File: config.mk
export PLATFORM = sky130hd
export DESIGN_NAME = instruction_issuer
export DESIGN_NICKNAME = d
export VERILOG_FILES = /design/src/rtl/instruction_issuer_pkg.sv /design/src/rtl/instruction_issuer_fifo.sv /design/src/rtl/instruction_issuer.sv
export SDC_FILE = /design/constraint.sdc
export NUM_CORES = 1
export LEC_CHECK = 0
export ABC_AREA = 0
export CAP_MARGIN = 20
export CORE_MARGIN = 2
export CORE_UTILIZATION = 45
export CTS_CLUSTER_SIZE = 12
export DETAILED_ROUTE_END_ITERATION = 10
export MAX_ROUTING_LAYER = met4
export PLACE_DENSITY_LB_ADDON = 0.1
export SYNTH_ARGS = -nofsm -noshare
export SYNTH_HDL_FRONTEND = slang
export SYNTH_SLANG_ARGS = --single-unit
export TNS_END_PERCENT = 5
File: constraint.sdc
create_clock -name i_clk -period 5.6 [get_ports i_clk]
set_input_delay 1.4 -clock i_clk [delete_from_list [all_inputs] [get_ports i_clk]]
set_output_delay 1.4 -clock i_clk [all_outputs]
set_load 0.05 [all_outputs]
File: src/rtl/instruction_issuer_pkg.sv
// Shared definitions for the GPU instruction producer: word width, opcode range, FSM states.
// No logic of its own; the legality check is a pure function.
// Consumers of the instruction port import the same opcode values.
package instruction_issuer_pkg;

  localparam int INSTR_W = 32;

  localparam logic [7:0] OP_SET_BG_COLOR = 8'h01;
  localparam logic [7:0] OP_SET_PIXEL    = 8'h07;
  localparam logic [7:0] OPCODE_MIN      = OP_SET_BG_COLOR;
  localparam logic [7:0] OPCODE_MAX      = OP_SET_PIXEL;

  typedef enum logic [1:0] {
    ST_IDLE  = 2'd0,
    ST_ISSUE = 2'd1,
    ST_GAP   = 2'd2
  } issue_state_e;

  function automatic logic opcode_legal(input logic [7:0] op);
    return (op >= OPCODE_MIN) && (op <= OPCODE_MAX);
  endfunction

endpackage

File: src/rtl/instruction_issuer_fifo.sv
// Synchronous word FIFO with occupancy count; head word is visible combinationally.
// Latency: a pushed word is readable the cycle after the push edge.
// A push into a full FIFO is accepted only when a pop happens in the same cycle.
module instruction_issuer_fifo #(
  parameter int WIDTH = 32,
  parameter int DEPTH = 8
) (
  input  logic                       i_clk,
  input  logic                       i_reset,
  input  logic                       i_push,
  input  logic [WIDTH-1:0]           i_push_data,
  input  logic                       i_pop,
  output logic [WIDTH-1:0]           o_pop_data,
  output logic [$clog2(DEPTH):0]     o_count
);

  localparam int AW = $clog2(DEPTH);
  localparam int CW = AW + 1;

  logic [WIDTH-1:0] mem_q [DEPTH];
  logic [AW-1:0]    wr_q, wr_d, rd_q, rd_d;
  logic [CW-1:0]    cnt_q, cnt_d;
  logic             push_ok, pop_ok;

  // Accept/advance decisions; pointers wrap naturally because DEPTH is a power of two.
  always_comb begin
    pop_ok  = i_pop && (cnt_q != '0);
    push_ok = i_push && ((cnt_q != CW'(DEPTH)) || pop_ok);
    wr_d    = wr_q + AW'(push_ok);
    rd_d    = rd_q + AW'(pop_ok);
    cnt_d   = cnt_q + CW'(push_ok) - CW'(pop_ok);
  end

  // Pointer and occupancy state.
  always_ff @(posedge i_clk or posedge i_reset) begin
    if (i_reset) begin
      wr_q  <= '0;
      rd_q  <= '0;
      cnt_q <= '0;
    end else begin
      wr_q  <= wr_d;
      rd_q  <= rd_d;
      cnt_q <= cnt_d;
    end
  end

  // Storage; contents are meaningless once the count is cleared, so no reset here.
  always_ff @(posedge i_clk) begin
    if (push_ok) mem_q[wr_q] <= i_push_data;
  end

  assign o_pop_data = mem_q[rd_q];
  assign o_count    = cnt_q;

endmodule

File: src/rtl/instruction_issuer.sv
// Packs UART bytes into 32-bit instructions, drops illegal opcodes, queues and issues them as pulses.
// Latency: 4th byte sampled at edge k -> o_instruction_ready high from edge k+1 to k+2.
// No backpressure on the byte stream: a legal word arriving at a full FIFO is dropped and flagged.
module instruction_issuer
  import instruction_issuer_pkg::*;
#(
  parameter int FIFO_DEPTH = 8,
  parameter int ISSUE_GAP  = 2,
  parameter int TIMEOUT    = 50000
) (
  input  logic               i_clk,
  input  logic               i_reset,
  input  logic [7:0]         i_rx_byte,
  input  logic               i_rx_valid,
  output logic [INSTR_W-1:0] o_instruction,
  output logic               o_instruction_ready,
  output logic               o_fifo_full,
  output logic               o_overflow,
  output logic               o_frame_error,
  output logic [7:0]         o_drop_count
);

  localparam int TW = $clog2(TIMEOUT + 1);
  localparam int CW = $clog2(FIFO_DEPTH) + 1;
  localparam logic [TW-1:0] TMO_LAST = TW'(TIMEOUT - 1);

  logic [1:0]         b_q, b_d;
  logic [23:0]        lanes_q, lanes_d;
  logic [TW-1:0]      tmo_q, tmo_d;
  logic               frame_err_q, frame_err_d;
  logic               word_vld;
  logic [INSTR_W-1:0] word_dat;

  logic               word_legal, push, pop, fifo_full, fifo_empty;
  logic [INSTR_W-1:0] fifo_head;
  logic [CW-1:0]      fifo_count;
  logic               overflow_q, overflow_d;
  logic [7:0]         drop_q, drop_d;

  issue_state_e       state_q, state_d;
  logic [3:0]         gap_q, gap_d;
  logic [INSTR_W-1:0] instr_q, instr_d;
  logic               rdy_q, rdy_d;

  // Byte assembler: lanes fill little-endian; the 4th byte completes the word in the same cycle.
  always_comb begin
    b_d         = b_q;
    lanes_d     = lanes_q;
    tmo_d       = tmo_q;
    frame_err_d = 1'b0;
    word_vld    = 1'b0;
    word_dat    = {i_rx_byte, lanes_q};
    if (i_rx_valid) begin
      // A byte always beats a timeout that would fire in the same cycle.
      tmo_d = '0;
      if (b_q == 2'd3) begin
        word_vld = 1'b1;
        b_d      = 2'd0;
      end else begin
        b_d = b_q + 2'd1;
        case (b_q)
          2'd0:    lanes_d[7:0]   = i_rx_byte;
          2'd1:    lanes_d[15:8]  = i_rx_byte;
          default: lanes_d[23:16] = i_rx_byte;
        endcase
      end
    end else if (b_q != 2'd0) begin
      if (tmo_q == TMO_LAST) begin
        b_d         = 2'd0;
        tmo_d       = '0;
        frame_err_d = 1'b1;
      end else begin
        tmo_d = tmo_q + TW'(1);
      end
    end
  end

  // Validation and drop accounting; an illegal opcode is never also counted as an overflow.
  always_comb begin
    word_legal = opcode_legal(word_dat[7:0]);
    push       = word_vld && word_legal;
    overflow_d = overflow_q;
    drop_d     = drop_q;
    if (push && fifo_full && !pop) overflow_d = 1'b1;
    if (word_vld && (!word_legal || (fifo_full && !pop)) && (drop_q != 8'hFF))
      drop_d = drop_q + 8'd1;
  end

  // Issue FSM. The last GAP cycle doubles as the IDLE decision cycle so that exactly
  // ISSUE_GAP low cycles separate queued pulses; with ISSUE_GAP=0 the IDLE cycle still
  // keeps one low cycle between pulses so the consumer never sees them merged.
  always_comb begin
    state_d = state_q;
    gap_d   = gap_q;
    pop     = 1'b0;
    instr_d = '0;
    rdy_d   = 1'b0;
    case (state_q)
      ST_ISSUE: begin
        if (ISSUE_GAP == 0) begin
          state_d = ST_IDLE;
        end else begin
          state_d = ST_GAP;
          gap_d   = 4'(ISSUE_GAP);
        end
      end
      ST_GAP: begin
        gap_d = gap_q - 4'd1;
        if (gap_q <= 4'd1) begin
          gap_d   = 4'd0;
          state_d = ST_IDLE;
          pop     = !fifo_empty;
        end
      end
      default: begin
        pop = !fifo_empty && (gap_q == 4'd0);
      end
    endcase
    if (pop) begin
      state_d = ST_ISSUE;
      instr_d = fifo_head;
      rdy_d   = 1'b1;
    end
  end

  // All control and output registers.
  always_ff @(posedge i_clk or posedge i_reset) begin
    if (i_reset) begin
      b_q         <= 2'd0;
      lanes_q     <= '0;
      tmo_q       <= '0;
      frame_err_q <= 1'b0;
      overflow_q  <= 1'b0;
      drop_q      <= 8'd0;
      state_q     <= ST_IDLE;
      gap_q       <= 4'd0;
      instr_q     <= '0;
      rdy_q       <= 1'b0;
    end else begin
      b_q         <= b_d;
      lanes_q     <= lanes_d;
      tmo_q       <= tmo_d;
      frame_err_q <= frame_err_d;
      overflow_q  <= overflow_d;
      drop_q      <= drop_d;
      state_q     <= state_d;
      gap_q       <= gap_d;
      instr_q     <= instr_d;
      rdy_q       <= rdy_d;
    end
  end

  instruction_issuer_fifo #(
    .WIDTH (INSTR_W),
    .DEPTH (FIFO_DEPTH)
  ) u_fifo (
    .i_clk       (i_clk),
    .i_reset     (i_reset),
    .i_push      (push),
    .i_push_data (word_dat),
    .i_pop       (pop),
    .o_pop_data  (fifo_head),
    .o_count     (fifo_count)
  );

  assign fifo_full  = (fifo_count == CW'(FIFO_DEPTH));
  assign fifo_empty = (fifo_count == '0);

  assign o_instruction       = instr_q;
  assign o_instruction_ready = rdy_q;
  assign o_fifo_full         = fifo_full;
  assign o_overflow          = overflow_q;
  assign o_frame_error       = frame_err_q;
  assign o_drop_count        = drop_q;

endmodule

Word-level counts from Yosys, hierarchy flattened
Memory sizes are Yosys's and may differ from the RTL's.
Index checks and enable logic that the tools add are counted.
{"block": "word_totals", "inputBits": 11, "ram_bits": 256, "out_inout_bits": 44, "ff_bits": 101, "mem_count": 1}
{"name": "u_fifo.mem_q", "depth": 8, "width": 32, "read_ports": 1, "rd_clocked_by_memory_dff": 0, "write_ports": 1, "line": "instruction_issuer_fifo.sv:20", "source": "logic [WIDTH-1:0] mem_q [DEPTH];"}
{"block": "classes", "reduce_logical": 30, "bitwise_logic": 2, "add_sub_neg": 8, "magnitude_cmp": 3, "eq_ne": 9, "n_mux": 23}
{"operator": "$mux 16", "count": 3}
{"operator": "$mux 32", "count": 1}
{"operator": "$add 16x1->16 const B", "count": 1}
{"operator": "$eq 16x16->1 const B", "count": 1}
{"operator": "$mux 2", "count": 6}
{"operator": "$logic_and 1x1->1", "count": 10}
{"operator": "$mux 1", "count": 9}
{"operator": "$reduce_and 3->1", "count": 3}
{"operator": "$add 8x1->8 const B", "count": 1}
{"operator": "$ge 8x1->1 const B", "count": 1}
{"operator": "$le 8x3->1 const B", "count": 1}
{"operator": "$logic_not 4->1", "count": 2}
{"operator": "$ne 8x8->1 const B", "count": 1}
{"operator": "$pmux 4 s2", "count": 1}
{"operator": "$reduce_bool 2->1", "count": 4}
{"operator": "$add 3x1->3", "count": 2}
{"operator": "$add 4x1->4", "count": 1}
{"operator": "$eq 2x1->1 const B", "count": 2}
{"operator": "$eq 2x2->1 const B", "count": 2}
{"operator": "$eq 4x4->1 const B", "count": 1}
{"operator": "$le 4x1->1 const B", "count": 1}
{"operator": "$mux 4", "count": 1}
{"operator": "$ne 4x4->1 const B", "count": 1}
{"operator": "$pmux 2 s2", "count": 1}
{"operator": "13 further kinds", "count": 18}

Depth between registers and ports, before layout
Gate-level depths: netlist of run 1.
{"block": "logic_depth", "ltp_word": 9, "depth_mapped": 13}

Cells and area by module
A second synthesis of run 1 with hierarchy kept.
{"block": "hier_totals", "cells_unflattened": 730, "hier_area_um2": 14103.5}
{"module": "instruction_issuer_fifo", "area_per_inst_um2": 10361.2, "seq_area_each_um2": 7937.6, "cells_each": 424, "n_inst": 1}
{"module": "instruction_issuer", "area_per_inst_um2": 3742.3, "seq_area_each_um2": 2277.2, "cells_each": 306, "n_inst": 1}

Worst setup path before layout of run 1
Ideal clock, no wire load.
{"block": "synth_timing", "path_type": "input to register", "start": "in i_rx_valid", "end": "mem u_fifo.mem_q[0][0], enable pin", "setup_time_ns": 0.461, "required_ns": 5.139, "stages": 6, "path_slack_ns": 0.503, "path_buffers": 1, "t_arrival_ns": 4.636, "cell_sequence": "clkbuf_1 -> nand2_1 -> nor4_4 -> a21boi_2 -> nand2b_2 -> nor3_1"}
{"block": "synth_between", "elab_chain_cells": 5}
{"item": "start: declaration", "line": "instruction_issuer.sv:14", "source": "input logic i_rx_valid,"}
{"item": "$mux 1", "line": "instruction_issuer.sv:53", "source": "if (i_rx_valid) begin"}
{"item": "$logic_and 1x1->1", "line": "instruction_issuer.sv:81", "source": "push = word_vld && word_legal;"}
{"item": "$logic_and 1x1->1", "line": "instruction_issuer_fifo.sv:28", "source": "push_ok = i_push && ((cnt_q != CW'(DEPTH)) || pop_ok);"}
{"item": "$mux 1", "line": "instruction_issuer_fifo.sv:49", "source": "if (push_ok) mem_q[wr_q] <= i_push_data;"}
{"item": "$mux 1 (not written as such)", "line": "instruction_issuer_fifo.sv:49"}
{"item": "end: declaration", "line": "instruction_issuer_fifo.sv:20"}
No other way between the ends.

Worst setup path after layout of run 1
{"block": "layout_timing", "start": "reg u_fifo.cnt_q[2], in the netlist u_fifo.o_count[2]", "end": "out o_fifo_full"}
{"block": "layout_between", "elab_chain_cells": 1}
{"item": "start: declaration", "line": "instruction_issuer_fifo.sv:22", "source": "logic [CW-1:0] cnt_q, cnt_d;"}
{"item": "start signal: assignment", "line": "instruction_issuer_fifo.sv:43", "source": "cnt_q <= cnt_d;"}
{"item": "$eq 4x4->1", "line": "instruction_issuer.sv:166", "source": "assign fifo_full = (fifo_count == CW'(FIFO_DEPTH));"}
{"item": "end: declaration", "line": "instruction_issuer.sv:17", "source": "output logic o_fifo_full,"}
No other way between the ends.

==> results of run 1 <==
-- power by group --
part           total (W)  leakage [nW]  internal [W]  switching [W]
combinational    0.00201          1.56      0.000958        0.00106
clock            0.00239         0.570       0.00143       0.000950
sequential       0.00380          3.61       0.00329       0.000510
-- through the flow --
| stage | hold slack [ns] | power [W] | cell area (um2) |
|---|---|---|---|
| 2_1_floorplan | 0.477 | 0.00521 | 13800 |
| 5_1_grt | 0.519 | 0.00865 | 16100 |
| 4_1_cts | 0.497 | 0.00833 | 16000 |
| 3_3_place_gp | 0.483 | 0.00584 | 14900 |
| 6_report | 0.501 | 0.00820 | 16100 |
| 3_5_place_dp | 0.484 | 0.00592 | 14900 |
-- per-layer routing --
| metal | vias up | wire length, um |
|---|---|---|
| met5 | - | 0 |
| met4 | 0 | 442 |
| met3 | 37 | 916 |
| met2 | 126 | 13200 |
| met1 | 3579 | 11800 |
| li1 | 2976 | - |
-- area by class of cell --
cell class / instances / share of cell area, %
multi-input combinational: 328 / 21.3
clock inverter: 11 / 0.615
inverter: 21 / 0.506
tap: 396 / 3.08
sequential: 357 / 63.6
clock buffer: 59 / 6.81
timing repair buffer: 68 / 4.10
-- logic make-up after synthesis --
family / share of synthesized area [%]
fa+ha+maj: 1.87
simple gates: 4.84
buf+inv: 1.39
xor+xnor: 1.66
mux: 14.8
flops: 74.2
compound gates: 1.15
-- flip-flops by register name (all words and copies together) (netlist names) --
signal and flops:
state_q 2, u_fifo.rd_q 3, gap_q 4, u_fifo.wr_q 3, tmo_q 16, b_q 2, o_instruction_ready 1, o_overflow 1
u_fifo.o_count 4, o_drop_count 8, u_fifo.mem_q 256, o_frame_error 1, lanes_q 24, o_instruction 32
-- critical path: stages (launching register included) --
cell and delay (ns):
dfrtp_1 0.36, inv_1 0.11, ha_1 0.16, nor3b_1 0.57, clkdlybuf4s50_1 0.94
-- final timing paths --
| check | end | slack [ns] | cells past startpoint | start |
|---|---|---|---|---|
| hold reg to reg | o_overflow | 0.50 | 1 | o_overflow |
| setup reg to reg | u_fifo.mem_q[4][18] | 2.42 | 9 | state_q[0] |
| setup / recovery | o_fifo_full | 1.55 | 4 | u_fifo.o_count[2] |
| hold / removal | o_overflow | 0.50 | 1 | o_overflow |
| min in group asynchronous | u_fifo.o_count[1] | 1.24 | 2 | i_reset |
| max in group asynchronous | tmo_q[14] | 3.37 | 3 | i_reset |
-- placed cells by master (no fill, tap or decap), drive strengths merged, types with 3 or more instances in the layout --
master,count
buf,14
mux2,25
clkdlybuf4s50,54
nand4,8
and2,3
nor4,4
clkinv,8
edfxtp,256
mux2i,32
clkbuf,59
inv,21
and3,3
nor2,64
o21ai,8
xnor2,18
dfrtp,101
ha,19
mux4,64
nand2b,8
xor2,8
nor3,9
nand3,7
nand2,22
a21oi,5
==> results.ini, run 1 <==
[routing]
route.vias.total=6718
first_pass_iters=4
wl_per_cell_um=21.3
via_per_inst=5.42
postRouteAntennaNets=0
initialDrtViolationCount=398
drcViolationCount=0
drt-total-wl_mm=26.4

[timing]
layout_setup_ws_ns=1.55
fin_skew_ns=0.0187
min_period_ns=4.05
finalSetupTns_ns=0
worst_slew_pin_slew_ns=1.09
fmax_mhz=247
finalMaxSlewViolations=0
setup_viol=0
finalHoldViolations=0
rsz0062_at_grt=false
relSlewSlack_pct=27.4
timing.final.crit_share_pct=72.3

[clock_network]
cts-buffers-inserted=38
clock_latency_ns=0.51
clock_path_buffers=3
clock-sinks=357
htreeDepth=2
cts-root-buf=clkbuf_16
post_cts_resized=0
cts_tree=yes
path_clk_slew_ns=0.06
holdBufCountCts=0
postCtsSetupBuffers=0

[min_path]
hold_path.class=reg -> reg

[synth]
synth-async-reset-ratio_pct=28.3
ys_warn_count=0
synthTopCellsByArea=edfxtp_1 (56%), dfrtp_1 (18%), mux4_2 (10%)
yosysTopAreaCell=edfxtp_1
netlist_area_mm2=0.0138
yosysMostFrequentCell=edfxtp_1
yosys-top-cells-count=edfxtp_1 (256), dfrtp_1 (101), mux4_2 (64), nor2_1 (64), mux2i_1 (32)
syn-num-nets=762
ys_ff_latch=357
syn_area_per_cell_um2=18.8
yosysSeqAreaShare_pct=74.2
netlist_instances=731
synth-edff-count=256
synth_flop_cell=edfxtp_1
synth_top_area_share_pct=55.9
synth_cell_types=46

[layout]
finalNetCount=845
num_antenna_cells=0
drive_gt1_share_pct=20.1
post-route-util_pct=52.9
layout.cells.non_filler=1240
multi_input_area_mm2=0.00342
syn_to_final_growth_pct=16.8
seq_area_mm2=0.0102
fillers=2406

[setup_path]
crit_type=reg -> out
start_kind=flip-flop
worstPathRequired_ns=4.20
path_max_fanout=4
cp-end-kind=output pin
cp.arrival_ns=2.65

[floorplan]
die_w_um=179
dieArea_mm2=0.0320
rows=64
initial_utilization_pct=45.3
core-area_mm2=0.0303
die-height_um=179
io_pins=55

[grt]
top_usage_layer=met2
use_met3_pct=2.65
gr-usage-met1_pct=24.1
antenna_found_initial=0
grt_max_degree=49
grt_overflow=0
gr-usage-met2_pct=29.4
grt_pass1_wl_mm=41.7
grt_usage_pct=18.0
grt_pass1_vias=7171

[place]
routabilityCongestion=0.765
post-place-ws_ns=1.25
placed_cells=1169
dpl.hpwl_mm=15.6
numPortBuffers=54

[power_and_ir_drop]
powerDensity_mw_per_mm2=510
p_leak_nw=5.74
ir_drop_v=0.000215

[run]
drv_cap=0

[run_status]
status=finished, final reports clean

No activity file was read; power rests on OpenSTA's default activity.
==> inputs of run 2 (changes only) <==
==> constraint.sdc (replaced) <==
create_clock -name i_clk -period 3.9 [get_ports i_clk]
set_input_delay 0.975 -clock i_clk [delete_from_list [all_inputs] [get_ports i_clk]]
set_output_delay 0.975 -clock i_clk [all_outputs]
set_load 0.05 [all_outputs]
==> results.ini, run 2 (same netlist as run 1, synthesis figures left out) <==
[timing]
fmax_mhz=308
rsz0062_at_grt=false
finalMaxSlewViolations=0
setup_viol=0
hold-worst-slack_ns=0.501
timing.final.crit_share_pct=83.4
finalHoldViolations=0
worst_slew_pin_slew_ns=1.07
min_period_ns=3.25
relSlewSlack_pct=28.8
fin_skew_ns=0.0236

[routing]
route.vias.total=6682
top_layer=met4
met1_length_mm=11.6
dr_wl_met3_mm=1.31
initialDrtViolationCount=362
postRouteAntennaNets=0
first_pass_iters=4
via_per_inst=5.35
drt-total-wl_mm=27.2
wl_per_cell_um=21.8
drcViolationCount=0
wl_met2_mm=13.9

[floorplan]
core-area_mm2=0.0303
die-height_um=179
rows=64
die_w_um=179
io_pins=55
dieArea_mm2=0.0320
initial_utilization_pct=45.3

[clock_network]
path_clk_slew_ns=0.06
holdBufCountCts=0
clock_latency_ns=0.52
postCtsSetupBuffers=0
cts-root-buf=clkbuf_16
post_cts_resized=0
clock-sinks=357
htreeDepth=2
cts_tree=yes
clock_path_buffers=3
cts-buffers-inserted=38

[min_path]
hold_path.class=reg -> reg

[power_and_ir_drop]
p_leak_nw=5.79
p_total_w=0.0117
powerDensity_mw_per_mm2=726
ir_drop_v=0.000379

[setup_path]
cp-end-kind=output pin
path_max_fanout=4
r2r-start=state_q[0]
cp_num_cells=5
path_cells=inv_1 > ha_1 > nor3b_1 > buf_4 > clkdlybuf4s50_1
ff2ff_path_depth=9
endpoint=o_fifo_full
reg2reg_to=o_drop_count[1]
r2r_slack_ns=1.15
start_kind=flip-flop
worstPathRequired_ns=2.92
cp.arrival_ns=2.28
crit_start=u_fifo.o_count[2]
crit_family=buffers and inverters
slowest_stage=clkdlybuf4s50_1
cpPeakStageDelay_ns=0.81
crit_type=reg -> out
cp_num_buf_inv=3

[layout]
syn_to_final_growth_pct=17.4
num_antenna_cells=0
largest_reg_flops=256
mostFrequentLayoutCell=edfxtp_1
fillers=2368
regMostFlops=u_fifo.mem_q
drive_gt1_share_pct=21.5
post-route-util_pct=53.2
mostFrequentLayoutCells=edfxtp_1 (256), dfrtp_1 (98), mux4_2 (64), nor2_1 (58), clkdlybuf4s50_1 (54)
final_area_mm2=0.0162
layout.cells.non_filler=1248
finalNetCount=854

[grt]
grt_pass1_wl_mm=42.2
grt_max_degree=36
grt_overflow=0
antenna_found_initial=0
grt_pass1_vias=7214
grt_usage_pct=18.4

[place]
dpl.hpwl_mm=16.2
numPortBuffers=54
routabilityCongestion=0.787
placed_area_mm2=0.0150
placed_cells=1179

[run_status]
status=finished, final reports clean

[run]
drv_cap=0

==> run 2: worst min path at each step <==
stage | startpoint | to | cells after the start
after floorplan | u_fifo.rd_q[1] | u_fifo.rd_q[1] | 1
after global placement | o_overflow | o_overflow | 1
after detailed placement | o_overflow | o_overflow | 1
after CTS | o_overflow | o_overflow | 1
after global routing | o_overflow | o_overflow | 1
final | o_overflow | o_overflow | 1
==> run 2: per-layer routing <==
| metal | vias to the layer above | global-route usage [%] |
|---|---|---|
| li1 | 3002 | - |
| met4 | 0 | 4.78 |
| met2 | 131 | 30.4 |
| met3 | 37 | 2.46 |
| met5 | - | - |
| met1 | 3512 | 24.2 |
==> run 2: power breakdown <==
part	total (W)	switching, W	internal [W]
logic	0.00302	0.00163	0.00139
registers	0.00536	0.000636	0.00473
clock network	0.00334	0.00138	0.00196
==> run 2: final cells by class <==
| type | instances | area [um2] | share of cell area [%] |
|---|---|---|---|
| Clock buffer | 60 | 1110 | 6.90 |
| Clock inverter | 9 | 42.5 | 0.263 |
| Inverter | 21 | 81.3 | 0.503 |
| Multi-Input combinational cell | 328 | 3430 | 21.2 |
| Sequential cell | 357 | 10200 | 63.3 |
| Tap cell | 396 | 495 | 3.07 |
| Timing Repair Buffer | 77 | 776 | 4.80 |
==> run 2: per-stage QoR <==
step | worst slack, ns | TNS, ns
3_5_place_dp | 0.601 | 0
6_report | 0.649 | 0
5_1_grt | 0.479 | 0
3_3_place_gp | 0.651 | 0
2_1_floorplan | -0.769 | -24.62
4_1_cts | 0.618 | 0
==> inputs of run 3 (changes only) <==
==> constraint.sdc (replaced) <==
create_clock -name i_clk -period 3.1 [get_ports i_clk]
set_input_delay 0.775 -clock i_clk [delete_from_list [all_inputs] [get_ports i_clk]]
set_output_delay 0.775 -clock i_clk [all_outputs]
set_load 0.05 [all_outputs]
==> results.ini, run 3 (same netlist as run 1, synthesis figures left out) <==
[grt]
grt_max_degree=102
antenna_found_initial=0
grt_overflow=0
grt_pass1_vias=7243
grt_usage_pct=19.3
grt_pass1_wl_mm=43.9

[clock_network]
holdBufCountCts=0
cts-buffers-inserted=39
clock_latency_ns=0.52
clock-sinks=357
clock_path_buffers=3
path_clk_slew_ns=0.06
htreeDepth=2
postCtsSetupBuffers=0
cts_tree=yes
cts-root-buf=clkbuf_16
post_cts_resized=0

[setup_path]
r2r-start=lanes_q[4]
ff2ff_path_depth=6
path_max_fanout=16
r2r_slack_ns=0.40
cp-end-kind=flip-flop
reg2reg_to=u_fifo.mem_q[1][8]
endpoint=u_fifo.mem_q[1][8]
crit_type=reg -> reg
cp.arrival_ns=2.92
worstPathRequired_ns=3.32
start_kind=flip-flop
crit_start=lanes_q[4]

[floorplan]
io_pins=55
dieArea_mm2=0.0320
die_w_um=179
initial_utilization_pct=45.3
die-height_um=179
core-area_mm2=0.0303
rows=64

[timing]
relSlewSlack_pct=42.8
finalHoldViolations=0
finalMaxSlewViolations=0
hold-worst-slack_ns=0.505
finalSetupTns_ns=0
worst_slew_pin_slew_ns=0.858
rsz0062_at_grt=false
fmax_mhz=370
setup_viol=0
timing.final.crit_share_pct=87.2
fin_skew_ns=0.0132
min_period_ns=2.70

[routing]
via_per_inst=5.37
route.vias.total=6767
drcViolationCount=0
drt-total-wl_mm=28.3
first_pass_iters=4
postRouteAntennaNets=0
initialDrtViolationCount=452
wl_per_cell_um=22.5

[layout]
multi_input_area_mm2=0.00343
regMostFlops=u_fifo.mem_q
final_area_mm2=0.0164
finalNetCount=864
layout.cells.non_filler=1259
fillers=2372
seq_area_mm2=0.0102
syn_to_final_growth_pct=19.1
num_antenna_cells=0
mostFrequentLayoutCell=edfxtp_1
mostFrequentLayoutCells=edfxtp_1 (256), dfrtp_1 (98), mux4_2 (64), nor2_1 (58), clkdlybuf4s50_1 (53)
largest_reg_flops=256
drive_gt1_share_pct=22.4

[place]
dpl.hpwl_mm=18.1
placed_cells=1187
placed_area_mm2=0.0152
numPortBuffers=54
routabilityCongestion=0.789

[run_status]
status=finished, final reports clean

[run]
drv_cap=0

[min_path]
hold_path.class=reg -> reg

[power_and_ir_drop]
p_leak_nw=5.86
ir_drop_v=0.000464
powerDensity_mw_per_mm2=910

[run 3: changes by cell type in the layout (fill, tap and decap cells not counted), sizes merged]
| cell | before | now |
|---|---|---|
| buf | 23 | 33 |
| clkinv | 8 | 12 |
| clkbuf | 60 | 58 |
| clkdlybuf4s50 | 54 | 53 |
[run 3: worst min-delay path by stage]
stage / from / end / slack, ns / cells after the start
after floorplan: u_fifo.rd_q[1] / u_fifo.rd_q[1] / 0.48 / 1
after global placement: o_overflow / o_overflow / 0.49 / 1
after detailed placement: o_overflow / o_overflow / 0.50 / 1
after CTS: o_overflow / o_overflow / 0.51 / 1
after global routing: o_overflow / o_overflow / 0.51 / 1
final: o_overflow / o_overflow / 0.50 / 1
[run 3: per-stage QoR]
stage / total power, W / util, % / worst slack [ns]
after floorplan: 0.00941 / - / -0.508
after global placement: 0.0109 / 50.2 / 0.00822
after detailed placement: 0.0110 / 50.2 / -0.0201
after CTS: 0.0152 / 54.0 / 0.356
after global routing: 0.0157 / 54.0 / 0.225
final: 0.0149 / 54.0 / 0.397
[run 3: where the power goes]
group / switching, W / total, W / internal (W)
registers: 0.000851 / 0.00680 / 0.00595
logic: 0.00212 / 0.00392 / 0.00181
clock network: 0.00177 / 0.00418 / 0.00241
total: 0.00474 / 0.0149 / 0.0102
[run 3: worst max-delay path, cell delays in order, from the launching register on]
cell      delay, ns
dfrtp_1        0.50
or4_4          0.61
nor4_4         0.24
a21boi_2       0.35
nand2_2        0.22
nor3_4         0.26
buf_12         0.21
[run 3: area by class of cell]
| cell class | count | share of cell area [%] |
|---|---|---|
| clock inverters | 13 | 0.451 |
| flip-flops and latches | 357 | 62.4 |
| clock buffers | 58 | 6.58 |
| multi-input cells | 328 | 20.9 |
| well taps | 396 | 3.02 |
| repair buffers | 86 | 6.12 |
| inverters | 21 | 0.496 |
[run 3: routing by layer]
metal  routed length [um]  track usage [%]  part of all wire [%]
met5                    0                -                     0
met1                11900             24.4                    42
met3                  847             2.61                   3.0
met2                14900             33.1                    53
met4                  623             4.95                   2.2
